[src/rtl/cpht_pkg.sv]
// Shared definitions for the choice-predictor update path: default widths,
// pointer sizing and the layout of the payload word kept per queue entry.
package cpht_pkg;

  localparam int CH_WIDTH      = 14;
  localparam int DEPTH_DEFAULT = 8;

  // Payload word layout: {choice_pdc, hashed_pc}, hashed_pc in the low bits.
  localparam int PL_PC_LSB = 0;

  function automatic int ptr_width(input int depth);
    return (depth < 2) ? 1 : $clog2(depth);
  endfunction

  function automatic int payload_width(input int ch_width);
    return ch_width + 1;
  endfunction

  function automatic int pl_choice_bit(input int ch_width);
    return PL_PC_LSB + ch_width;
  endfunction

endpackage

[src/rtl/sp_dram.sv]
// Distributed RAM: one synchronous write port, one asynchronous read port.
module sp_dram #(
  parameter int DW    = 15,
  parameter int DEPTH = 8,
  parameter int AW    = 3
) (
  input  logic          clk,
  input  logic          we,
  input  logic [AW-1:0] waddr,
  input  logic [DW-1:0] wdata,
  input  logic [AW-1:0] raddr,
  output logic [DW-1:0] rdata
);

  logic [DW-1:0] r_mem [DEPTH];

  // NOTE: storage arrays get no reset; validity is tracked in flops elsewhere,
  // and a reset here would stop the array mapping onto LUT RAM.
  always_ff @(posedge clk) begin
    if (we) r_mem[waddr] <= wdata;
  end

  assign rdata = r_mem[raddr];

endmodule

[src/rtl/cpht_update_queue.sv]
// In-order tracker of choice predictions; retires resolved entries from the
// head as one choice-table update per cycle.
module cpht_update_queue
  import cpht_pkg::*;
#(
  parameter  int ch_width = CH_WIDTH,
  parameter  int DEPTH    = DEPTH_DEFAULT,
  localparam int PTR_W    = ptr_width(DEPTH)
) (
  input  logic                clk,
  input  logic                rstn,
  input  logic                pdc_valid,
  input  logic [ch_width-1:0] pdc_hashed_pc,
  input  logic                pdc_choice,
  output logic                pdc_ready,
  output logic [PTR_W-1:0]    pdc_tag,
  input  logic                res_valid,
  input  logic [PTR_W-1:0]    res_tag,
  input  logic                res_choice_real,
  input  logic                flush_valid,
  input  logic [PTR_W-1:0]    flush_tag,
  input  logic                flush_all,
  output logic                upd_en,
  output logic [ch_width-1:0] upd_hashed_pc,
  output logic                upd_choice_pdc_ex,
  output logic                upd_choice_real,
  output logic [PTR_W:0]      count
);

  localparam int PL_W = payload_width(ch_width);
  localparam int PL_CH = pl_choice_bit(ch_width);

  logic [PTR_W:0]     r_head, r_tail;
  logic [DEPTH-1:0]   r_valid, r_done, r_real;

  logic [PTR_W-1:0]   w_head_idx, w_tail_idx;
  logic [PTR_W:0]     w_head_next;
  logic               w_drain, w_push, w_resolve, w_flush_live;
  logic [PTR_W-1:0]   w_flush_off, w_res_off;
  logic               w_res_survives;
  logic [DEPTH-1:0]   w_keep, w_valid_next;
  logic [PL_W-1:0]    w_rd_data;

  assign w_head_idx  = r_head[PTR_W-1:0];
  assign w_tail_idx  = r_tail[PTR_W-1:0];
  assign count       = r_tail - r_head;
  assign pdc_ready   = (count != (PTR_W+1)'(DEPTH));
  assign pdc_tag     = w_tail_idx;

  assign w_drain     = r_valid[w_head_idx] & r_done[w_head_idx];
  assign w_head_next = r_head + {{PTR_W{1'b0}}, w_drain};
  assign w_push      = pdc_valid & pdc_ready & ~flush_all & ~flush_valid;

  // Distances from head order entries by age regardless of wrap.
  assign w_flush_live   = flush_valid & ~flush_all & r_valid[flush_tag];
  assign w_flush_off    = flush_tag - w_head_idx;
  assign w_res_off      = res_tag - w_head_idx;
  assign w_res_survives = ~flush_all & (~w_flush_live | (w_res_off <= w_flush_off));
  assign w_resolve      = res_valid & r_valid[res_tag] & ~r_done[res_tag] & w_res_survives;

  // NOTE: every always_comb output is assigned a default before any branch,
  // so no path leaves it holding its old value (which would infer a latch).
  always_comb begin
    w_keep = '1;
    for (int i = 0; i < DEPTH; i++) begin
      if (flush_all) begin
        w_keep[i] = 1'b0;
      end else if (w_flush_live && ((PTR_W'(i) - w_head_idx) > w_flush_off)) begin
        w_keep[i] = 1'b0;
      end
    end
    w_valid_next = r_valid & w_keep;
    if (w_drain) w_valid_next[w_head_idx] = 1'b0;
    if (w_push)  w_valid_next[w_tail_idx] = 1'b1;
  end

  sp_dram #(
    .DW    (PL_W),
    .DEPTH (DEPTH),
    .AW    (PTR_W)
  ) u_payload (
    .clk   (clk),
    .we    (w_push),
    .waddr (w_tail_idx),
    .wdata ({pdc_choice, pdc_hashed_pc}),
    .raddr (w_head_idx),
    .rdata (w_rd_data)
  );

  // NOTE: sequential state uses non-blocking assignments so every flop samples
  // pre-edge values, independent of statement order.
  always_ff @(posedge clk or negedge rstn) begin
    if (!rstn) begin
      r_head            <= '0;
      r_tail            <= '0;
      r_valid           <= '0;
      r_done            <= '0;
      r_real            <= '0;
      upd_en            <= 1'b0;
      upd_hashed_pc     <= '0;
      upd_choice_pdc_ex <= 1'b0;
      upd_choice_real   <= 1'b0;
    end else begin
      r_valid <= w_valid_next;
      r_head  <= w_head_next;

      // A full flush keeps the tail level with the post-drain head.
      if (flush_all)         r_tail <= w_head_next;
      else if (w_flush_live) r_tail <= r_head + {1'b0, w_flush_off} + (PTR_W+1)'(1);
      else if (w_push)       r_tail <= r_tail + (PTR_W+1)'(1);

      if (w_push) r_done[w_tail_idx] <= 1'b0;
      if (w_resolve) begin
        r_done[res_tag] <= 1'b1;
        r_real[res_tag] <= res_choice_real;
      end

      upd_en <= w_drain;
      if (w_drain) begin
        upd_hashed_pc     <= w_rd_data[PL_PC_LSB +: ch_width];
        upd_choice_pdc_ex <= w_rd_data[PL_CH];
        upd_choice_real   <= r_real[w_head_idx];
      end
    end
  end

endmodule

[config.mk]
export PLATFORM = sky130hd
export DESIGN_NAME = cpht_update_queue
export DESIGN_NICKNAME = d
export VERILOG_FILES = /design/src/rtl/cpht_pkg.sv /design/src/rtl/sp_dram.sv /design/src/rtl/cpht_update_queue.sv
export SDC_FILE = /design/constraint.sdc
export NUM_CORES = 1
export LEC_CHECK = 0
export ABC_AREA = 1
export BUFFER_PORTS_ARGS = -buffer_cell sky130_fd_sc_hd__buf_2
export CELL_PAD_IN_SITES_DETAIL_PLACEMENT = 1
export CELL_PAD_IN_SITES_GLOBAL_PLACEMENT = 1
export CORE_UTILIZATION = 45
export CTS_BUF_LIST = sky130_fd_sc_hd__clkbuf_8
export DETAILED_ROUTE_END_ITERATION = 16
export PLACE_DENSITY = 0.83
export SYNTH_ARGS = -nofsm -noshare
export SYNTH_HDL_FRONTEND = slang
export SYNTH_SLANG_ARGS = --single-unit
[constraint.sdc]
create_clock -name clk -period 2.75 [get_ports clk]
set_input_delay 0.275 -clock clk [delete_from_list [all_inputs] [get_ports clk]]
set_output_delay 0.275 -clock clk [all_outputs]
set_load 0.01 [all_outputs]
## Yosys cells after proc, flatten, opt, wreduce, memory -nomap -nowiden

Memory sizes are Yosys's and may differ from the RTL's. A register that Yosys moved wholly into a read port is not among the register bits.
Cells that the tools add are included.

| storage, ports and cells | value |
|---|---|
| flip-flop bits (word level) | 34 |
| bits in latches | 0 |
| RAM bits | 120 |
| memory bits (read-only) | 0 |
| input port bits | 28 |
| output and inout bits | 25 |
| word-level logic and storage cells | 119 |
| memories kept | 1 |

| operators by class | value |
|---|---|
| add/subtract/negate cells | 15 |
| multipliers | 0 |
| divide/modulo/power cells | 0 |
| magnitude comparators | 16 |
| eq/ne operators | 1 |
| shifts and indexed selects | 0 |
| multiplexer cells | 44 |
| bitwise logic cells | 22 |
| reductions and logical operators | 13 |

Memory list:

| memory | words | bits a word | read ports | clocked after Yosys merged registers in | write ports | line | RTL |
|---|---|---|---|---|---|---|---|
| u_payload.r_mem | 8 | 15 | 1 | 1 | 1 | sp_dram.sv:15 | `logic [DW-1:0] r_mem [DEPTH];` |

Operators by type and width:

| cell | count |
|---|---|
| $mux W8 | 4 |
| $mux W1 | 27 |
| $and A8 B8 Y8 | 3 |
| $gt A3 B3 Y1 | 8 |
| $bmux W1 S3 | 6 |
| $lt A3 B4 Y1 const B | 4 |
| $not A8 Y8 | 2 |
| $or A8 B8 Y8 | 2 |
| $mux W4 | 3 |
| $sub A3 B3 Y3 const A | 4 |
| $logic_and A1 B1 Y1 | 11 |
| $and A1 B1 Y1 | 10 |
| $demux W1 S3 | 3 |
| $ge A3 B1 Y1 const B | 3 |
| $add A4 B1 Y4 const B | 2 |
| $bwmux W8 | 1 |
| $sub A1 B3 Y3 const A | 2 |
| $sub A2 B3 Y3 const A | 2 |
| $sub A3 B3 Y3 | 2 |
| $add A4 B1 Y4 | 1 |
| $add A4 B3 Y4 | 1 |
| $ne A4 B4 Y1 const B | 1 |
| $not A1 Y1 | 4 |
| $sub A4 B4 Y4 | 1 |
| other kinds (4) | 4 |

## Longest topological paths before layout

| depth | value |
|---|---|
| word-level depth | 11 |
| mapped depth | 18 |
| depth with buffers taken out | 18 |

## Hierarchy

A second synthesis with hierarchy kept.

| unflattened totals | value |
|---|---|
| cells, all modules | 1,005 |
| area, all modules | 8,831.0 sq um |

Modules (own cells, without submodules):

| module | instances | cells an instance | area an instance (sq um) | seq. area each (sq um) |
|---|---|---|---|---|
| sp_dram | 1 | 537 | 5,316.3 | 3,603.5 |
| cpht_update_queue | 1 | 468 | 3,514.6 | 1,226.2 |

## Worst setup path before layout

Ideal clock, no wire load.

| path | value |
|---|---|
| path kind | reg-to-reg |
| start point | register r_head[1] |
| end point | memory u_payload.r_mem[7][0], enable pin |
| library setup time | 0.388 ns |
| arrival time | 2.741 ns |
| required time | 2.362 ns |
| slack | -0.379 ns |
| cell stages (with the launch flop) | 10 |
| clock period less this slack | 3.129 ns |
| path through | dfrtp_1 -> buf_2 -> inv_1 -> clkbuf_1 -> ha_1 -> nand3b_1 -> nand3_1 -> nand3_1 -> nand2_1 -> nor2_1 |

| on the way | value |
|---|---|
| longest elaborated chain between the ends | 7 |

Ends and longest elaborated chain:

| what | line | RTL |
|---|---|---|
| from (decl) | cpht_update_queue.sv:33 | `logic [PTR_W:0] r_head, r_tail;` |
| from (signal assigned) | cpht_update_queue.sv:105 | `r_head <= w_head_next;` |
| $sub A4 B4 Y4 | cpht_update_queue.sv:46 | `assign count = r_tail - r_head;` |
| $ne A4 B4 Y1 | cpht_update_queue.sv:47 | `assign pdc_ready = (count != (PTR_W+1)'(DEPTH));` |
| net pdc_ready | cpht_update_queue.sv:15 | `output logic pdc_ready,` |
| $and A1 B1 Y1 (3 in series) | cpht_update_queue.sv:52 | `assign w_push = pdc_valid & pdc_ready & ~flush_all & ~flush_valid;` |
| $mux W1 | sp_dram.sv:20 | `if (we) r_mem[waddr] <= wdata;` |
| $mux W1 (not written as such) | sp_dram.sv:20 |  |
| to (decl) | sp_dram.sv:15 |  |

The timed path passes the listed nets, and every way through them passes these cells.

## Worst setup path after layout

| path | value |
|---|---|
| start point | register r_head[0] |
| end point | register r_valid[7] |

| on the way | value |
|---|---|
| longest elaborated chain between the ends | 10 |

Ends and longest elaborated chain:

| what | line | RTL |
|---|---|---|
| $sub A3 B3 Y3 (on tied branches) | cpht_update_queue.sv:68, cpht_update_queue.sv:56 |  |
| $gt A3 B3 Y1 | cpht_update_queue.sv:68 | `end else if (w_flush_live && ((PTR_W'(i) - w_head_idx) > w_flush_off)) begin` |
| $logic_and A1 B1 Y1 | cpht_update_queue.sv:68 |  |
| $mux W1 | cpht_update_queue.sv:68 |  |
| $mux W1 | cpht_update_queue.sv:66 | `if (flush_all) begin` |
| $and A8 B8 Y8 | cpht_update_queue.sv:72 | `w_valid_next = r_valid & w_keep;` |
| $and A8 B8 Y8 (no source line) | n/a |  |
| $mux W8 | cpht_update_queue.sv:73 | `if (w_drain) w_valid_next[w_head_idx] = 1'b0;` |
| $or A8 B8 Y8 (no source line) | n/a |  |
| $mux W8 * | cpht_update_queue.sv:74 | `if (w_push) w_valid_next[w_tail_idx] = 1'b1;` |
| net w_valid_next[7] | cpht_update_queue.sv:41 | `logic [DEPTH-1:0] w_keep, w_valid_next;` |
| to (signal assigned) | cpht_update_queue.sv:104 | `r_valid <= w_valid_next;` |
| to (decl) | cpht_update_queue.sv:34 | `logic [DEPTH-1:0] r_valid, r_done, r_real;` |

The timed path passes the listed nets; every way through them passes the cells marked *. The select of a mux whose other input is x is not followed.
A chain may end at the register's enable or synchronous reset.

==> summary.md <==
| Metric | Value |
|---|---|
| Met1 global-route usage | `32.3%` |
| Worst endpoint data arrival time | `2990 ps` |
| Wire length of the first global-routing pass | `35700 µm` |
| Horizontal die dimension | `137 µm` |
| Number of vias per cell | `5.74` |
| Max-cap viol count | `0` |
| Global placement routability congestion | `0.833` |
| Total Die Area | `18600 µm²` |
| Site row count | `48` |
| DRC violations left | `0` |
| Internal | `between 0.005 and 0.006 W` |
| Synthesized netlist net count | `about 870` |
| Top library cells by usage in the layout, fill and taps aside | `169 x sky130_fd_sc_hd__nand2_1, 120 x sky130_fd_sc_hd__edfxtp_1, 97 x sky130_fd_sc_hd__nor2_1` |
| Leading cell type in the layout, fill and taps excluded | `sky130_fd_sc_hd__nand2_1` |
| Sequential share of power | `roughly a third` |
| Number of instances in the synthesized netlist | `817` |
| Synth Cell Area | `between 8000 and 9000 µm²` |
| Global routing met3 resource utilization | `3.63%` |
| Fraction of registers with async set/reset | `between 20% and 30%` |
| Total routing usage reported by global routing | `26.1%` |
| Post-DP HPWL | `15000 µm` |
| Clock tree sinks | `around 170` |
| Part of the total power dissipated in combinational logic | `49.4%` |
| Launch instance of the worst min-delay path | `pdc_hashed_pc[5]` |
| Worst setup path category | `register to register` |
| Kind of end point of the critical path | `register` |
| Sw Ratio | `44.2%` |
| Worst R2R Path Depth | `12` |
| Cells along the critical path | `ha_1, fa_1, buf_4, inv_1, ha_1, nand2_1, nand2_1, inv_1, o21ai_0, nand4_1, nand4_1, nand2_1` |
| Minimum setup slack in the final design | `125 ps` |
| DP Worst Slack | `36.9 ps` |
| Final hold violation count | `0` |
| Number of clock buffers inserted by TritonCTS | `17` |
| Final Max Slew Viols | `0` |
| Antenna fix cells | `0` |
| Die boundary height | `137 µm` |
| Post-route worst hold slack | `70.9 ps` |
| Status | `complete, no violations` |
| Clock Skew | `13.4 ps` |
| IR drop worst, VDD | `0.538 mV` |
| Via count of the first global-routing pass | `6634` |
| CTS tree | `built` |
| Number of antenna violations at the first check in global routing | `0` |
| Number of flops mapped to enable cells by yosys | `120` |
| Avg Synthesized Cell Area | `around 10 µm²` |
| Crit path launch | `r_head[0]` |
| Slew headroom | `54.0%` |
| # setup viols final | `0` |
| Crit path buffers/inverters | `3` |
| Standby leakage power | `3.86 nW` |
| CP startpoint kind | `register` |
| Proportion of layout cells with a drive suffix above 1 | `about 17%` |
| NumNets Final | `between 900 and 1k` |
| Layout-stage area growth over the synthesis result | `13.7%` |
| Dpl cells | `1085` |
| Overflow left after global routing | `0` |
| Clock root buffer | `sky130_fd_sc_hd__clkbuf_8` |
| Slew of the pin with the lowest slew margin | `just under 700 ps` |
| Top-level I/O count | `53` |
| First-pass DRT Iterations | `5` |
| H-Tree Depth | `4` |
| Quantity of I/O buffers inserted on ports | `52` |
| Core Area | `17500 µm²` |
| Average wire per standard cell | `20.7 µm` |
| CTS Buffer Depth | `2` |
| Initial Util | `46.6%` |
| R2r endpoint | `r_valid[7]` |
| Clock latency at the later pin of the worst-skew pair | `470 ps` |
| Fraction of the cycle the final worst path needs | `about 95%` |
| GRT Max-Usage Layer | `met2` |
| CP max-delay cell | `sky130_fd_sc_hd__fa_1` |
| Total length of routed wires | `23200 µm` |
| Classification of the worst-slack hold path | `primary input to register` |
| Reported net switching power | `0.00438 W` |
| Critical Path Sink | `r_valid[7]` |
| Number of fill cells in the layout | `1976` |
| Part of the power in the clock network | `17.6%` |
| Count of state elements after synthesis | `around 170` |
| Via count | `between 6k and 7k` |
| Gate family responsible for the most delay along the worst path | `adder cells` |
| RR Startpoint | `r_head[0]` |
| Most used flip-flop cell after synthesis | `sky130_fd_sc_hd__edfxtp_1` |
| Remaining antenna violation count | `0` |
| Depth of the critical timing path with buffers and inverters included | `12` |
| Detailed Route Iter0 Violations | `380` |
| Sequential share of the synthesized area | `59.3%` |
| Final Instance Count excl. Fillers | `1122` |
| FMAX | `about 380 MHz` |
| Most Frequent Cell on Critical Path | `sky130_fd_sc_hd__nand2_1` |
| Setup slack of the worst register-to-register path | `120 ps` |
| Maximum number of pins on one net before global-route repair | `52` |
| Critical path data required time | `around 3100 ps` |
| Power Density | `1070 nW/µm²` |
| Distinct cell type count after synthesis | `38` |
| Ys Warns | `0` |
| Delay of the slowest cell on the worst path | `540 ps` |
| GR Layer Usage met2 | `between 40% and 50%` |
| Final Critical Period | `approximately 2600 ps` |
| Worst-path clk slew | `100 ps` |
| Highest fanout seen on the critical path | `7` |
-- worst min-delay path by stage --
stage / cells past startpoint / to
final: 1 / u_payload.r_mem[0][5]
after global routing: 1 / u_payload.r_mem[6][2]
after CTS: 1 / u_payload.r_mem[7][10]
after detailed placement: 1 / upd_hashed_pc[11]
after global placement: 1 / upd_hashed_pc[11]
after floorplan: 0 / r_done[0]
-- cells in the mapped netlist, types with 3 or more instances --
cell type	n	area share (%)
sky130_fd_sc_hd__a21o_1	4	0.37
sky130_fd_sc_hd__a21oi_1	5	0.31
sky130_fd_sc_hd__a31oi_1	16	1.2
sky130_fd_sc_hd__buf_1	4	0.18
sky130_fd_sc_hd__buf_2	14	0.86
sky130_fd_sc_hd__buf_4	4	0.37
sky130_fd_sc_hd__buf_6	3	0.41
sky130_fd_sc_hd__clkbuf_1	14	0.64
sky130_fd_sc_hd__dfrtp_1	49	15
sky130_fd_sc_hd__edfxtp_1	120	44
sky130_fd_sc_hd__fa_1	4	0.98
sky130_fd_sc_hd__ha_1	25	3.8
sky130_fd_sc_hd__inv_1	44	2.0
sky130_fd_sc_hd__inv_2	12	0.55
sky130_fd_sc_hd__nand2_1	169	7.8
sky130_fd_sc_hd__nand2_2	5	0.38
sky130_fd_sc_hd__nand3_1	62	3.8
sky130_fd_sc_hd__nand3_2	3	0.37
sky130_fd_sc_hd__nand3b_1	3	0.28
sky130_fd_sc_hd__nand4_1	29	2.2
sky130_fd_sc_hd__nor2_1	98	4.5
sky130_fd_sc_hd__nor3_1	8	0.49
sky130_fd_sc_hd__o21ai_0	69	4.2
sky130_fd_sc_hd__o22ai_1	32	2.5
sky130_fd_sc_hd__or2_2	3	0.23
sky130_fd_sc_hd__xnor2_1	3	0.32
sky130_fd_sc_hd__xor2_1	4	0.43
-- power by group through the flow --
stage / Combinational, W / Sequential [W] / Clock (W)
2_1_floorplan: 0.00314 / 0.00335 / 0
3_3_place_gp: 0.00449 / 0.00331 / 0
3_5_place_dp: 0.00472 / 0.00333 / 0
4_1_cts: 0.00477 / 0.00328 / 0.00178
5_1_grt: 0.00540 / 0.00329 / 0.00186
6_report: 0.00491 / 0.00327 / 0.00175
-- flip-flops by register name (all words and copies together) (netlist names) --
signal	flops
r_done	8
r_head	4
r_real	8
r_tail	4
r_valid	8
u_payload.r_mem	120
upd_choice_pdc_ex	1
upd_choice_real	1
upd_en	1
upd_hashed_pc	14
-- metrics by stage --
step / power (W) / cell area, µm² / setup TNS [ps] / utilization (%)
after floorplan: 0.00649 / 8160 / 0 / -
after global placement: 0.00780 / 8810 / 0 / 50.4
after detailed placement: 0.00805 / 8810 / 0 / 50.4
after CTS: 0.00983 / 9210 / 0 / 52.7
after global routing: 0.0106 / 9260 / -7.44 / 53.0
final: 0.00993 / 9260 / 0 / 53.0
-- metal layers --
layer / wire length, µm / share of wire (%) / vias up
met4: 605 / 2.6 / 0
met2: 11900 / 51 / 153
met1: 9890 / 43 / 3274
met3: 775 / 3.3 / 43
met5: 0 / 0 / -
li1: - / - / 2974
-- worst register-to-register path, stage by stage, from the launching register on --
cell	delay (ps)
sky130_fd_sc_hd__dfrtp_2	490
sky130_fd_sc_hd__ha_1	240
sky130_fd_sc_hd__fa_1	540
sky130_fd_sc_hd__buf_4	180
sky130_fd_sc_hd__inv_1	50
sky130_fd_sc_hd__ha_1	330
sky130_fd_sc_hd__nand2_1	70
sky130_fd_sc_hd__nand2_1	60
sky130_fd_sc_hd__inv_1	50
sky130_fd_sc_hd__o21ai_0	190
sky130_fd_sc_hd__nand4_1	150
sky130_fd_sc_hd__nand4_1	120
sky130_fd_sc_hd__nand2_1	60
-- layout make-up --
cell class	instances	area (µm²)	area share, %
Clock inverter	15	160	1.73
Inverter	58	228	2.46
Tap cell	225	282	3.04
Clock buffer	17	234	2.53
Multi-Input combinational cell	550	2900	31.3
Sequential cell	169	4830	52.1
Timing Repair Buffer	88	633	6.83
-- what timing repair did --
action	in CTS	in global routing
setup buffers	0	4
endpoints found under the hold margin	23	0
gates resized for setup	0	4
setup endpoints to repair	0	11
hold buffers	1	0
-- logic make-up (layout without fill, tap and decap cells) --
group | after synthesis | after routing | share of synthesized area [%]
flops | 169 | 169 | 59.3
fa+ha+maj | 29 | 29 | 4.82
buf+inv | 98 | 178 | 5.47
xor+xnor | 7 | 7 | 0.752
simple gates | 386 | 386 | 20.9
compound gates | 128 | 128 | 8.77
Power figures use the tool's default switching activity.
